==> config.mk <==
export PLATFORM = sky130hd
export DESIGN_NAME = rr_mux_arbiter
export DESIGN_NICKNAME = d
export VERILOG_FILES = /design/src/rtl/rr_mux_arbiter_pkg.sv /design/src/rtl/rr_mux_arbiter_onehot_decoder.sv /design/src/rtl/rr_mux_arbiter.sv
export VERILOG_INCLUDE_DIRS = /design/src /design/src/rtl
export SDC_FILE = /design/constraint.sdc
export NUM_CORES = 1
export LEC_CHECK = 0
export CORE_MARGIN = 2
export CORE_UTILIZATION = 37
export CTS_CLUSTER_SIZE = 30
export DETAILED_ROUTE_END_ITERATION = 6
export MAX_ROUTING_LAYER = met4
export PLACE_DENSITY = 0.8
export SYNTH_ARGS = -nofsm -noshare
export SYNTH_HDL_FRONTEND = slang
export SYNTH_SLANG_ARGS = --single-unit
==> constraint.sdc <==
create_clock -name clk -period 2.08 [get_ports clk]
set_input_delay 0.208 -clock clk [delete_from_list [all_inputs] [get_ports clk]]
set_output_delay 0.208 -clock clk [all_outputs]
set_load 0.005 [all_outputs]
==> src/rtl/mux_defs.vh <==
// Mode encodings shared by the arbiter and anything that drives its mode input.
`ifndef MUX_DEFS_VH
`define MUX_DEFS_VH
`define MODE_RR    1'b0
`define MODE_FIXED 1'b1
`endif

==> src/rtl/rr_mux_arbiter_pkg.sv <==
// Shared defaults and helpers for the round-robin mux arbiter.
package rr_mux_arbiter_pkg;

    localparam int DEF_NCH = 4;
    localparam int DEF_W   = 8;

    // Modular add of a small step, without a divider; base < n and step <= n.
    function automatic int rr_wrap(input int base, input int step, input int n);
        int sum;
        sum = base + step;
        return (sum >= n) ? (sum - n) : sum;
    endfunction

endpackage

==> src/rtl/rr_mux_arbiter_onehot_decoder.sv <==
// Index + enable to one-hot; an index with no matching channel yields all zeros.
module onehot_decoder #(
    parameter int NCH  = 4,
    parameter int SELW = 2
) (
    input  logic [SELW-1:0] idx_i,
    input  logic            en_i,
    output logic [NCH-1:0]  onehot_o
);

    for (genvar gi = 0; gi < NCH; gi++) begin : g_bit
        assign onehot_o[gi] = en_i && (idx_i == SELW'(gi));
    end

endmodule

==> src/rtl/rr_mux_arbiter.sv <==
// NCH:1 valid/ready multiplexer with round-robin or fixed-select arbitration
// and a single registered output stage.
`include "mux_defs.vh"

module rr_mux_arbiter
    import rr_mux_arbiter_pkg::*;
#(
    parameter  int NCH  = DEF_NCH,
    parameter  int W    = DEF_W,
    localparam int SELW = $clog2(NCH)
) (
    input  logic             clk,
    input  logic             rst,
    input  logic             mode,
    input  logic [SELW-1:0]  fix_sel,
    input  logic [NCH-1:0]   in_valid,
    input  logic [NCH*W-1:0] in_data,
    output logic [NCH-1:0]   in_ready,
    output logic             out_valid,
    output logic [W-1:0]     out_data,
    output logic [SELW-1:0]  out_ch,
    input  logic             out_ready
);

    logic            out_valid_q, out_valid_d;
    logic [W-1:0]    out_data_q, out_data_d;
    logic [SELW-1:0] out_ch_q, out_ch_d;
    logic [SELW-1:0] ptr_q, ptr_d;

    logic            load_en;
    logic            rr_found;
    logic [SELW-1:0] rr_idx;
    logic [SELW-1:0] rr_cand;
    logic            fix_ok;
    logic            grant_any;
    logic [SELW-1:0] grant_idx;
    logic            grant_en;
    logic [NCH-1:0]  grant_oh;
    logic            xfer;
    logic [W-1:0]    masked [NCH];
    logic [W-1:0]    sel_data;

    assign load_en = !out_valid_q || out_ready;

    // Search starts just after the last served channel so every requester
    // is reached within NCH grants.
    always_comb begin
        rr_found = 1'b0;
        rr_idx   = '0;
        rr_cand  = '0;
        for (int k = 1; k <= NCH; k++) begin
            rr_cand = SELW'(rr_wrap(int'(ptr_q), k, NCH));
            if (!rr_found && in_valid[rr_cand]) begin
                rr_found = 1'b1;
                rr_idx   = rr_cand;
            end
        end
    end

    assign fix_ok = (int'(fix_sel) < NCH) && in_valid[fix_sel];

    always_comb begin
        grant_any = 1'b0;
        grant_idx = '0;
        if (mode == `MODE_RR) begin
            grant_any = rr_found;
            grant_idx = rr_idx;
        end else begin
            grant_any = fix_ok;
            grant_idx = fix_sel;
        end
    end

    assign grant_en = grant_any && !rst;

    onehot_decoder #(
        .NCH  (NCH),
        .SELW (SELW)
    ) u_grant_dec (
        .idx_i    (grant_idx),
        .en_i     (grant_en),
        .onehot_o (grant_oh)
    );

    assign in_ready = grant_oh & {NCH{load_en}};
    assign xfer     = |(in_valid & in_ready);

    for (genvar gi = 0; gi < NCH; gi++) begin : g_mask
        assign masked[gi] = in_data[gi*W +: W] & {W{grant_oh[gi]}};
    end

    always_comb begin
        sel_data = '0;
        for (int i = 0; i < NCH; i++) begin
            sel_data = sel_data | masked[i];
        end
    end

    always_comb begin
        out_valid_d = out_valid_q;
        out_data_d  = out_data_q;
        out_ch_d    = out_ch_q;
        ptr_d       = ptr_q;
        if (load_en) begin
            if (xfer) begin
                out_valid_d = 1'b1;
                out_data_d  = sel_data;
                out_ch_d    = grant_idx;
                ptr_d       = grant_idx;
            end else begin
                out_valid_d = 1'b0;
            end
        end
    end

    always_ff @(posedge clk) begin
        if (rst) begin
            out_valid_q <= 1'b0;
            out_data_q  <= '0;
            out_ch_q    <= '0;
            ptr_q       <= SELW'(NCH - 1);
        end else begin
            out_valid_q <= out_valid_d;
            out_data_q  <= out_data_d;
            out_ch_q    <= out_ch_d;
            ptr_q       <= ptr_d;
        end
    end

    assign out_valid = out_valid_q;
    assign out_data  = out_data_q;
    assign out_ch    = out_ch_q;

endmodule

==> run_results.csv <==
group,metric,value,unit
setup_path,worstPathArrival,1.76,ns
setup_path,path_class,"flop to primary output",
timing,setup_violations,0,
logic_synthesis,synth-seq-cells,13,
min_path,min_to,"out_data[5]$_SDFFE_PP0P_",
placement,dp_worst_setup_slack,-0.3362,ns
placement,hpwl,2376,um
clock_network,inserted_clock_buffers,3,
logic_synthesis,netlist.area_leader.share,27.73,%
route,postRouteWirelength,3069,um
power,p_total,847.2,uW
logic_synthesis,netlist-cell-type-count,37,
setup_path,worst_ep_required_time,1.87,ns
logic_synthesis,synth.yosys.seq_area_share,27.73,%
floorplanning,total_die_area,0.002955,sq mm
timing,timing_worst_slew_pin_value,0.4569,ns
min_path,min_path_type,"flop to flop",
power,comb_power_share,45.2,%
logic_synthesis,yosys_warnings,0,
route,remaining_drc_errors,0,
global_route,grt_start_max_net_pins,13,
clock_network,clock-sinks,13,
clock_network,ctsLongestPathBuffers,2,
logic_synthesis,postSynthAreaPerCell,8.379,sq um
logic_synthesis,total_standard_cell_area_after_synthesis,938.4,sq um
power,power_switching,259.1,uW
timing,period_minus_slack,1.968,ns
logic_synthesis,synth_cells,112,
layout,antenna_cells,0,
timing,finalMaxSlewViolations,0,
clock_network,cts_tree,"built",
timing,slew_headroom,69.43,%
power,p_leak,0.7283,nW
logic_synthesis,dominant_register_cell_in_the_synthesized_netlist,"sky130_fd_sc_hd__dfxtp_1",
power,seq_power_share,36.0,%
layout,flow.area_growth_from_synthesis,78.53,%
power,pwr-share-clk,18.8,%
timing,finalWorstSetupSlack,0.1124,ns
logic_synthesis,syn-num-nets,154,
power,netSwitchingFraction,30.58,%
route,detailedRoute.firstIterationViolations,22,
setup_path,worst_setup_path_end_kind,"primary output",
run,max_cap_viol_count,0,
setup_path,timing.critical_path.fanout_max,6,
setup_path,r2r_start,"ptr_q[1]$_SDFFE_PP1P_",
floorplanning,floorplan.initialDensity,38.58,%
placement,buffer_ports.inserted,56,
global_route,grt_antenna_before_repair,0,
logic_synthesis,synth-edff-count,0,
route,detail_route.first_pass.iterations,4,
floorplanning,dieHeight,54.36,um
floorplanning,die_w,54.36,um
floorplanning,io_pins,57,
clock_network,ctsHtreeMaxLevel,1,
layout,drive_gt1_share,20.54,%
logic_synthesis,synth.largest_area_cell,"sky130_fd_sc_hd__dfxtp_1",
global_route,groute.usage.overall,23.67,%
setup_path,cp_launch_type,"flop",
power,power-per-cell-area,505.7,mW/mm^2
global_route,via_count_of_the_first_global_routing_pass,1222,
logic_synthesis,postSynth.asyncResetShare,0,%
logic_synthesis,post_synth_main_area_contributors,"sky130_fd_sc_hd__dfxtp_1, sky130_fd_sc_hd__mux2i_1, sky130_fd_sc_hd__o221ai_1",
clock_network,cts.root.buffer_cell,"sky130_fd_sc_hd__clkbuf_4",
route,routedWlPerCell,14.27,um
layout,fin_nets,228,
setup_path,reg2reg_depth,8,
power,p_int,588.2,uW
route,detail-route-antenna-nets,0,
setup_path,r2r-end,"out_data[4]$_SDFFE_PP0P_",
timing,fin_crit_sh,94.60,%
timing,timing_hold_violations_final,0,
setup_path,setup_slack_on_the_worst_flop_to_flop_path,0.17,ns
status,status,"completed",
timing,finClkSkew,0.009156,ns
timing,fmax,0.5082,GHz
min_path,instance_count_along_the_most_critical_hold_path,2,
placement,place.gp.congestion,0.8258,
global_route,grt_first_pass_wirelength,4926,um
route,detailroute.via_count,1169,
floorplanning,core_area,0.002432,sq mm
clock_network,path_clk_slew,0.09,ns
route,post_drt_via_cell_ratio,5.437,
timing,setup_repair_after_global_routing_missed_its_margin,"no",
clock_network,clock_latency,0.28,ns
floorplanning,num_rows,18,
timing,final.hold.worst_slack,0.4789,ns
min_path,min_from,"out_data[5]$_SDFFE_PP0P_",
global_route,global_route.overflow_total,0,
power,ir_worst_vdd,0.0003815,V
==> layout make-up <==
class                   instances  area, sq um
inverters                       4        15.01
fillers                       208        757.0
well taps                      30        37.54
clock buffers                   3        22.52
repair buffers                 75        694.4
multi-input cells              89        635.6
clock inverters                 1        5.005
flip-flops and latches         13        265.3
==> state kept, by name, summed over array words and instances (netlist names) <==
| name | count |
|---|---|
| out_ch | 2 |
| out_data | 8 |
| out_valid | 1 |
| ptr_q | 2 |
==> worst max path at each step <==
stage	from	end	slack (ns)
finish	ptr_q[1]$_SDFFE_PP1P_	in_ready[0]	0.11
global route	ptr_q[1]$_SDFFE_PP1P_	in_ready[0]	0.01
floorplan	ptr_q[1]$_SDFFE_PP1P_	out_data[2]$_SDFFE_PP0P_	0.51
detailed placement	in_valid[1]	in_ready[3]	-0.34
CTS	ptr_q[1]$_SDFFE_PP1P_	in_ready[3]	0.07
global placement	fix_sel[0]	in_ready[2]	-0.27
==> cell families after synthesis <==
family                 synth area share [%]
AND/OR/NAND/NOR                       22.00
flip-flops                            27.73
buffers and inverters                 7.332
AO/OA/AOI/OAI                         23.47
multiplexers                          19.47
==> cell usage after synthesis, drive strengths merged (2+ instances only) <==
master / number
a21boi: 2
dfxtp: 13
buf: 6
nand2: 13
nor3: 2
o21ai: 5
o221ai: 7
inv: 3
nor2b: 2
nand3: 3
nand2b: 6
a21oi: 3
mux2i: 16
nor2: 13
o31ai: 2
==> metrics by stage <==
stage	utilization [%]	area (sq um)	cells	setup TNS [ns]
2_1_floorplan	-	938.4	112	0
3_3_place_gp	65.90	1603	208	-1.494
3_5_place_dp	65.90	1603	208	-2.518
4_1_cts	67.95	1653	213	0
5_1_grt	68.88	1675	215	0
6_report	68.88	1675	215	0
==> metal layers <==
| metal | global-route usage [%] | vias up | routed length [um] |
|---|---|---|---|
| li1 | - | 559 | - |
| met1 | 25.87 | 547 | 1237 |
| met2 | 39.76 | 59 | 1506 |
| met3 | 4.645 | 4 | 280 |
| met4 | 13.75 | 0 | 44 |
| met5 | - | - | 0 |
==> timing repair <==
item	in CTS	in global routing
endpoints found under the setup margin	4	3
setup buffers	1	2
resized for setup	18	8
pin swaps	3	1
hold buffers	0	0
==> placed cells by master (no fill, tap or decap), types with 2 or more instances in the layout <==
| cell | count |
|---|---|
| sky130_fd_sc_hd__a21oi_1 | 2 |
| sky130_fd_sc_hd__buf_4 | 18 |
| sky130_fd_sc_hd__clkbuf_4 | 3 |
| sky130_fd_sc_hd__clkdlybuf4s15_1 | 2 |
| sky130_fd_sc_hd__clkdlybuf4s50_1 | 47 |
| sky130_fd_sc_hd__dfxtp_1 | 11 |
| sky130_fd_sc_hd__dlygate4sd2_1 | 6 |
| sky130_fd_sc_hd__inv_1 | 2 |
| sky130_fd_sc_hd__mux2i_1 | 16 |
| sky130_fd_sc_hd__nand2_1 | 13 |
| sky130_fd_sc_hd__nand2b_1 | 6 |
| sky130_fd_sc_hd__nand3_1 | 3 |
| sky130_fd_sc_hd__nor2_1 | 12 |
| sky130_fd_sc_hd__nor2b_1 | 2 |
| sky130_fd_sc_hd__nor3_1 | 2 |
| sky130_fd_sc_hd__o21ai_1 | 4 |
| sky130_fd_sc_hd__o221ai_1 | 7 |
| sky130_fd_sc_hd__o31ai_2 | 2 |
==> power by group through the flow <==
stage | registers, mW | clock network [mW] | logic [mW]
floorplan | 0.306 | 0 | 0.173
global placement | 0.309 | 0 | 0.359
detailed placement | 0.311 | 0 | 0.368
CTS | 0.306 | 0.164 | 0.373
global route | 0.310 | 0.174 | 0.415
finish | 0.305 | 0.159 | 0.383
==> worst max-delay path, stage by stage (launching register included) <==
cell and delay [ns]:
sky130_fd_sc_hd__dfxtp_4 0.40, sky130_fd_sc_hd__buf_6 0.12, sky130_fd_sc_hd__nand2_1 0.05, sky130_fd_sc_hd__a211o_1 0.28
sky130_fd_sc_hd__a32o_2 0.28, sky130_fd_sc_hd__nor2_1 0.11, sky130_fd_sc_hd__dlygate4sd2_1 0.24
Note: power is estimated with default switching activity, not from simulation.
